$ cat src/rtl/rotate_frame_ctrl_if.sv
// ----------------------------------------------------------------------------
// rotate_frame_ctrl_if
// Purpose : bundles the control, pixel-stream and SRAM signals of
//           rotate_frame_ctrl into one interface.
// Signals : start, rot_sel            frame control
//           in_valid/in_ready/in_data input RGB888 raster stream
//           out_valid/out_ready/out_data/out_line_start/out_frame_end
//                                     rotated output stream with row/frame flags
//           busy                      controller not idle
//           sram_en/we/addr/wdata/rdata single-port frame SRAM
// Modports: slave  - the controller side
//           master - the environment driving the controller
// ----------------------------------------------------------------------------
interface rotate_frame_ctrl_if;
   localparam int unsigned PIX_W  = 24;
   localparam int unsigned ADDR_W = 20;
   localparam int unsigned WORD_W = 32;

   logic              start;
   logic [1:0]        rot_sel;
   logic              in_valid;
   logic              in_ready;
   logic [PIX_W-1:0]  in_data;
   logic              out_valid;
   logic              out_ready;
   logic [PIX_W-1:0]  out_data;
   logic              out_line_start;
   logic              out_frame_end;
   logic              busy;
   logic              sram_en;
   logic              sram_we;
   logic [ADDR_W-1:0] sram_addr;
   logic [WORD_W-1:0] sram_wdata;
   logic [WORD_W-1:0] sram_rdata;

   modport slave (
      input  start, rot_sel, in_valid, in_data, out_ready, sram_rdata,
      output in_ready, out_valid, out_data, out_line_start, out_frame_end,
             busy, sram_en, sram_we, sram_addr, sram_wdata
   );

   modport master (
      output start, rot_sel, in_valid, in_data, out_ready, sram_rdata,
      input  in_ready, out_valid, out_data, out_line_start, out_frame_end,
             busy, sram_en, sram_we, sram_addr, sram_wdata
   );
endinterface

$ cat src/rtl/rotate_frame_ctrl.sv
// ----------------------------------------------------------------------------
// rotate_frame_ctrl
// Purpose : buffers one square RGB888 frame (2**COORD_W per side, 256x256 by
//           default) in a single-port SRAM, then streams it back out
//           transposed, rotated CW90, CCW90 or 180 degrees.
// Ports   : clk    - system clock, rising edge
//           rst    - asynchronous active-high reset
//           io_bus - rotate_frame_ctrl_if.slave (control, pixel streams, SRAM)
// Notes   : SRAM read data arrives one cycle after the read is issued and is
//           captured into a 2-entry output buffer. Reads are issued from the
//           current state so one pixel per cycle is sustained without ever
//           overrunning the buffer.
// ----------------------------------------------------------------------------
module rotate_frame_ctrl #(
   parameter int unsigned COORD_W = 8
) (
   input  logic                 clk,
   input  logic                 rst,
   rotate_frame_ctrl_if.slave   io_bus
);

   localparam int unsigned PIX_W  = 24;
   localparam int unsigned ADDR_W = 20;
   localparam int unsigned WORD_W = 32;
   localparam logic [COORD_W-1:0] C_MAX = '1;

   typedef enum logic [1:0] {
      S_IDLE  = 2'd0,
      S_LOAD  = 2'd1,
      S_DRAIN = 2'd2,
      S_FLUSH = 2'd3
   } state_t;

   // One output buffer entry: pixel plus the flags that travel with it.
   typedef struct packed {
      logic             ls;
      logic             fe;
      logic [PIX_W-1:0] data;
   } ent_t;

   state_t             r_state;
   state_t             w_state_nxt;
   logic [1:0]         r_rot;
   logic [COORD_W-1:0] r_x;
   logic [COORD_W-1:0] r_y;
   logic               r_pend;
   logic               r_pend_ls;
   logic               r_pend_fe;
   logic               r_vld0;
   logic               r_vld1;
   ent_t               r_buf0;
   ent_t               r_buf1;

   logic               w_beat;
   logic               w_pop;
   logic               w_issue;
   logic               w_last_xy;
   logic [1:0]         w_occ;
   logic [COORD_W-1:0] w_sx;
   logic [COORD_W-1:0] w_sy;
   ent_t               w_push;
   logic               w_vld0_nxt;
   logic               w_vld1_nxt;
   ent_t               w_buf0_nxt;
   ent_t               w_buf1_nxt;
   logic               w_unused_rdata;

   assign w_unused_rdata = ^io_bus.sram_rdata[WORD_W-1:PIX_W];

   assign w_beat    = (r_state == S_LOAD) && io_bus.in_valid;
   assign w_pop     = r_vld0 && io_bus.out_ready;
   assign w_last_xy = (r_x == C_MAX) && (r_y == C_MAX);

   // Entries left after this cycle's pop plus the read landing this cycle;
   // a new read is only allowed if it will still find a free slot.
   assign w_occ   = 2'(r_vld0) + 2'(r_vld1) - 2'(w_pop) + 2'(r_pend);
   assign w_issue = (r_state == S_DRAIN) && (w_occ < 2'd2);

   // Source coordinate for output position (ox,oy) = (r_x,r_y).
   always_comb begin
      w_sx = r_y;
      w_sy = r_x;
      case (r_rot)
         2'd1:    begin w_sx = r_y;          w_sy = C_MAX - r_x; end
         2'd2:    begin w_sx = C_MAX - r_y;  w_sy = r_x;         end
         2'd3:    begin w_sx = C_MAX - r_x;  w_sy = C_MAX - r_y; end
         default: begin w_sx = r_y;          w_sy = r_x;         end
      endcase
   end

   // State register.
   always_ff @(posedge clk or posedge rst) begin
      if (rst) r_state <= S_IDLE;
      else     r_state <= w_state_nxt;
   end

   // Next-state logic.
   always_comb begin
      w_state_nxt = r_state;
      case (r_state)
         S_IDLE:  if (io_bus.start)            w_state_nxt = S_LOAD;
         S_LOAD:  if (w_beat && w_last_xy)     w_state_nxt = S_DRAIN;
         S_DRAIN: if (w_issue && w_last_xy)    w_state_nxt = S_FLUSH;
         S_FLUSH: if (w_pop && r_buf0.fe)      w_state_nxt = S_IDLE;
         default:                              w_state_nxt = S_IDLE;
      endcase
   end

   // Output decode: stream ready, busy and SRAM port.
   always_comb begin
      io_bus.in_ready   = 1'b0;
      io_bus.busy       = 1'b0;
      io_bus.sram_en    = 1'b0;
      io_bus.sram_we    = 1'b0;
      io_bus.sram_addr  = '0;
      io_bus.sram_wdata = '0;
      case (r_state)
         S_LOAD: begin
            io_bus.in_ready = 1'b1;
            io_bus.busy     = 1'b1;
            if (io_bus.in_valid) begin
               io_bus.sram_en    = 1'b1;
               io_bus.sram_we    = 1'b1;
               io_bus.sram_addr  = ADDR_W'({r_y, r_x});
               io_bus.sram_wdata = WORD_W'(io_bus.in_data);
            end
         end
         S_DRAIN: begin
            io_bus.busy = 1'b1;
            if (w_issue) begin
               io_bus.sram_en   = 1'b1;
               io_bus.sram_addr = ADDR_W'({w_sy, w_sx});
            end
         end
         S_FLUSH: io_bus.busy = 1'b1;
         default: ;
      endcase
   end

   assign io_bus.out_valid      = r_vld0;
   assign io_bus.out_data       = r_buf0.data;
   assign io_bus.out_line_start = r_buf0.ls;
   assign io_bus.out_frame_end  = r_buf0.fe;

   // Buffer update: pop shifts the tail forward, landing read fills first free slot.
   always_comb begin
      w_push.ls   = r_pend_ls;
      w_push.fe   = r_pend_fe;
      w_push.data = io_bus.sram_rdata[PIX_W-1:0];
      w_vld0_nxt  = r_vld0;
      w_vld1_nxt  = r_vld1;
      w_buf0_nxt  = r_buf0;
      w_buf1_nxt  = r_buf1;
      if (w_pop) begin
         w_buf0_nxt = r_buf1;
         w_vld0_nxt = r_vld1;
         w_vld1_nxt = 1'b0;
      end
      if (r_pend) begin
         if (!w_vld0_nxt) begin
            w_buf0_nxt = w_push;
            w_vld0_nxt = 1'b1;
         end else begin
            w_buf1_nxt = w_push;
            w_vld1_nxt = 1'b1;
         end
      end
   end

   // Counters, in-flight read tracking and output buffer.
   always_ff @(posedge clk or posedge rst) begin
      if (rst) begin
         r_rot     <= 2'd0;
         r_x       <= '0;
         r_y       <= '0;
         r_pend    <= 1'b0;
         r_pend_ls <= 1'b0;
         r_pend_fe <= 1'b0;
         r_vld0    <= 1'b0;
         r_vld1    <= 1'b0;
         r_buf0    <= '0;
         r_buf1    <= '0;
      end else begin
         if ((r_state == S_IDLE) && io_bus.start) begin
            r_rot <= io_bus.rot_sel;
            r_x   <= '0;
            r_y   <= '0;
         end else if (w_beat || w_issue) begin
            // Raster walk; wraps to (0,0) at frame end so DRAIN starts clean.
            r_x <= r_x + COORD_W'(1);
            if (r_x == C_MAX) r_y <= r_y + COORD_W'(1);
         end
         r_pend    <= w_issue;
         r_pend_ls <= (r_x == '0);
         r_pend_fe <= w_last_xy;
         r_vld0    <= w_vld0_nxt;
         r_vld1    <= w_vld1_nxt;
         r_buf0    <= w_buf0_nxt;
         r_buf1    <= w_buf1_nxt;
      end
   end

endmodule

$ cat src/flat_wrapper.sv
// flat-port wrapper written by rule: the top's interface ports become plain ports
module rotate_frame_ctrl_flat 
#(
   parameter int unsigned COORD_W = 8
)
  (clk, rst, io_bus_start, io_bus_rot_sel, io_bus_in_valid, io_bus_in_data, io_bus_out_ready, io_bus_sram_rdata, io_bus_in_ready, io_bus_out_valid, io_bus_out_data, io_bus_out_line_start, io_bus_out_frame_end, io_bus_busy, io_bus_sram_en, io_bus_sram_we, io_bus_sram_addr, io_bus_sram_wdata);
  rotate_frame_ctrl_if io_bus_i ();
  input  logic clk;
  input  logic rst;
  input wire logic [$bits(io_bus_i.start)-1:0] io_bus_start;
  input wire logic [$bits(io_bus_i.rot_sel)-1:0] io_bus_rot_sel;
  input wire logic [$bits(io_bus_i.in_valid)-1:0] io_bus_in_valid;
  input wire logic [$bits(io_bus_i.in_data)-1:0] io_bus_in_data;
  input wire logic [$bits(io_bus_i.out_ready)-1:0] io_bus_out_ready;
  input wire logic [$bits(io_bus_i.sram_rdata)-1:0] io_bus_sram_rdata;
  output wire logic [$bits(io_bus_i.in_ready)-1:0] io_bus_in_ready;
  output wire logic [$bits(io_bus_i.out_valid)-1:0] io_bus_out_valid;
  output wire logic [$bits(io_bus_i.out_data)-1:0] io_bus_out_data;
  output wire logic [$bits(io_bus_i.out_line_start)-1:0] io_bus_out_line_start;
  output wire logic [$bits(io_bus_i.out_frame_end)-1:0] io_bus_out_frame_end;
  output wire logic [$bits(io_bus_i.busy)-1:0] io_bus_busy;
  output wire logic [$bits(io_bus_i.sram_en)-1:0] io_bus_sram_en;
  output wire logic [$bits(io_bus_i.sram_we)-1:0] io_bus_sram_we;
  output wire logic [$bits(io_bus_i.sram_addr)-1:0] io_bus_sram_addr;
  output wire logic [$bits(io_bus_i.sram_wdata)-1:0] io_bus_sram_wdata;
  assign io_bus_i.start = io_bus_start;
  assign io_bus_i.rot_sel = io_bus_rot_sel;
  assign io_bus_i.in_valid = io_bus_in_valid;
  assign io_bus_i.in_data = io_bus_in_data;
  assign io_bus_i.out_ready = io_bus_out_ready;
  assign io_bus_i.sram_rdata = io_bus_sram_rdata;
  assign io_bus_in_ready = io_bus_i.in_ready;
  assign io_bus_out_valid = io_bus_i.out_valid;
  assign io_bus_out_data = io_bus_i.out_data;
  assign io_bus_out_line_start = io_bus_i.out_line_start;
  assign io_bus_out_frame_end = io_bus_i.out_frame_end;
  assign io_bus_busy = io_bus_i.busy;
  assign io_bus_sram_en = io_bus_i.sram_en;
  assign io_bus_sram_we = io_bus_i.sram_we;
  assign io_bus_sram_addr = io_bus_i.sram_addr;
  assign io_bus_sram_wdata = io_bus_i.sram_wdata;
  rotate_frame_ctrl #(.COORD_W(COORD_W)) u_core (.clk(clk), .rst(rst), .io_bus(io_bus_i));
endmodule
$ cat config.mk
export PLATFORM = sky130hd
export DESIGN_NAME = rotate_frame_ctrl_flat
export DESIGN_NICKNAME = d
export VERILOG_FILES = /design/src/rtl/rotate_frame_ctrl_if.sv /design/src/rtl/rotate_frame_ctrl.sv /design/src/flat_wrapper.sv
export SDC_FILE = /design/constraint.sdc
export NUM_CORES = 1
export LEC_CHECK = 0
export ABC_AREA = 1
export BUFFER_PORTS_ARGS = -buffer_cell sky130_fd_sc_hd__clkbuf_2
export CORE_AREA = 2 2 97 99
export DETAILED_ROUTE_END_ITERATION = 12
export DIE_AREA = 0 0 99 101
export PLACE_DENSITY = 0.82
export SLEW_MARGIN = 20
export SYNTH_ARGS = -nofsm -noshare
export SYNTH_HDL_FRONTEND = slang
export SYNTH_SLANG_ARGS = --single-unit
$ cat constraint.sdc
create_clock -name clk -period 4.5 [get_ports clk]
set_clock_uncertainty 0.05 [all_clocks]
set_input_delay 0.9 -clock clk [delete_from_list [all_inputs] [get_ports clk]]
set_output_delay 0.9 -clock clk [all_outputs]
set_load 0.03 [all_outputs]
==> qor.csv <==
metric;value;unit
final instance area;5260;µm²
post-route setup slack;654;ps
Hold Buf Count CTS;0;
fin crit period;3850;ps
CP Launch Type;input port;
postcts setup bufs;0;
initial antenna violation count;0;
Rows;35;
vias in the first global route;3833;
Final Non-Filler Cells;786;
leading area contributor after synthesis;dfrtp_1;
Arr. time, crit path;2900;ps
most common library cell in the layout ignoring fill and taps;nand2_1;
Initial Utilization;49.3;%
pre-CTS setup slack;666;ps
most frequent cells in the layout;nand2_1, clkbuf_2, dfrtp_1;
clk_lat worst skew;350;ps
sum of negative setup slack;0;ps
final WL;10800;µm
HP Class;reg2reg;
Synth Register Bits;77;
worst slew pin tran;861;ps
vias per cell;5.23;
Die ar.;10000;µm²
Synth Instances;554;
RD Place Congestion;0.905;
Worst slew margin;42.5;%
clock tree buffer depth;2;
fmax;260;MHz
share of layout cells above drive strength 1;27.4;%
first-pass GRT wire length;17400;µm
DR WL/cell;13.7;µm
status;finished clean;
crit path max-delay cell type;nor2_8;
clock tree sinks;77;
DP Area;5050;µm²
TritonRoute pass-1 iters;5;
top cell type's share of synthesized area;43.5;%
# fillers;811;
Netlist Area Pre-Place;4430;µm²
ANT cells;0;
DRT antenna net count;0;
period utilisation layout;85.5;%
Root Driver;clkbuf_8;
Initial DRC Count;230;
final core occ;58.6;%
total CTS buffers;9;
Syn Area/Cell;7.99;µm²
PortBufs;125;
global route overflow;0;
RSZ-0062 raised after global routing;false;
Core ar.;8980;µm²
Cell Pwr Density;638;nW/µm²
Seq/Total Area, Yosys;43.5;%
IO Count;146;
kind of end point of the critical path;output pin;
post-route DRC violation count;0;
Synth warnings;0;
# resized after CTS;0;
Area Growth Syn to Fin;18.8;%
CP Class;in2out;
via count;4110;
max-cap viol count;0;
# H-tree levels;3;
footprint of the multi-input gates;2090;µm²
Buffers & Inverters on Critical Path;4;
Cell Chain, Critical Path;clkbuf_2 > nand2_1 > inv_1 > ha_1 > inv_1 > ha_1 > nand2_2 > nand3_1 > nand2_2 > nor2_8 > o2111ai_1 > a21oi_1 > clkbuf_2;
Tot GR Track Use;21.4;%
ranking of synthesized cells by area;dfrtp_1, nand2_1, mux2_2;
setup violators final;0;
Yosys cell types;31;
VDD IR max;227;µV
sequential cell area;1930;µm²
Die X-Extent;99;µm
crit path max fanout;19;
DPL Wire Length;7620;µm
Lkg Pwr;2.81;nW
max-slew violations;0;
die height;101;µm
Final Hold Vio Count;0;
net count of the finished layout;743;
Worst-path clk slew;80;ps
Inst Count DP;770;
CP max stage delay;300;ps
worst path required time;3550;ps
top cell family by delay on the critical path;simple AND/OR/NAND/NOR gates;
CTS tree;yes;
largest net degree at the start of global routing;52;
-- worst reg2reg max path: cells and delay by family, from the launching register on --
family,cells,cell delay [ps]
AND/OR/NAND/NOR,10,1170
adder cells (fa/ha/maj),2,540
buffers and inverters,2,100
flip-flops,1,450
-- flip-flops by register name, summed over array words and instances (netlist names) --
register and count:
u_core.r_buf1 26, u_core.r_y 8, u_core.io_bus.out_valid 1, u_core.io_bus.out_frame_end 1
u_core.r_x 8, u_core.r_pend 1, u_core.r_pend_fe 1, u_core.io_bus.out_line_start 1
u_core.r_pend_ls 1, u_core.r_rot 2, u_core.io_bus.out_data 24, u_core.r_vld1 1
u_core.r_state 2
-- logic make-up after synthesis --
| group | synth area share (%) |
|---|---|
| simple gates | 25.8 |
| other cells | 0.0847 |
| xor+xnor | 0.791 |
| fa+ha+maj | 2.83 |
| compound gates | 10.9 |
| flops | 43.5 |
| mux | 5.85 |
| buf+inv | 10.2 |
-- Yosys cell counts, drive strengths merged --
library cell and number:
conb 1, nor4 2, nand3b 2, o21ai 12, dfrtp 77, nand4 7
nand2 161, buf 28, inv 58, clkinv 3, a31oi 26, clkbuf 9
nor2 74, ha 10, o2111ai 16, a21oi 21, xor2 4, nand3 19
mux2 23, or2 1
-- final timing paths --
check	startpoint	to	slack, ps	cells past startpoint
setup / recovery	io_bus_out_ready	io_bus_sram_addr[7]	650	13
hold / removal	u_core.r_buf1[23]$_DFFE_PP0P_	u_core.r_buf1[23]$_DFFE_PP0P_	450	2
setup reg to reg	u_core.io_bus.out_valid$_DFF_PP0_	u_core.r_y[5]$_DFFE_PP0P_	2090	14
hold reg to reg	u_core.r_buf1[23]$_DFFE_PP0P_	u_core.r_buf1[23]$_DFFE_PP0P_	450	2
max in group asynchronous	rst	u_core.io_bus.out_data[0]$_DFF_PP0_	2910	3
min in group asynchronous	rst	u_core.io_bus.out_data[1]$_DFF_PP0_	630	2
-- power breakdown --
group	switching, mW	internal [mW]	total (mW)	leakage, nW
clock	0.266	0.274	0.540	0.0993
sequential	0.176	0.969	1.14	0.967
combinational	1.16	0.512	1.67	1.75
total	1.60	1.75	3.36	2.81
-- through the flow --
step,power (mW),hold WS [ps]
after detailed placement,2.83,430
after global placement,2.76,417
final,3.36,448
after floorplan,2.39,403
after CTS,3.37,449
after global routing,3.59,468
-- final cells by class --
type,count,share of cell area (%)
clock buffers,10,2.62
clock inverters,6,1.28
inverters,61,4.38
multi-input cells,390,39.7
flip-flops and latches,77,36.6
well taps,111,2.64
repair buffers,131,12.7
-- routing by layer --
layer	track usage, %	part of all wire (%)	up-vias
met5	0	0	-
met3	4.37	7.1	9
li1	-	-	2001
met2	37.0	50	150
met1	27.1	42	1950
met4	6.53	0.95	0
Power figures use the tool's default switching activity.
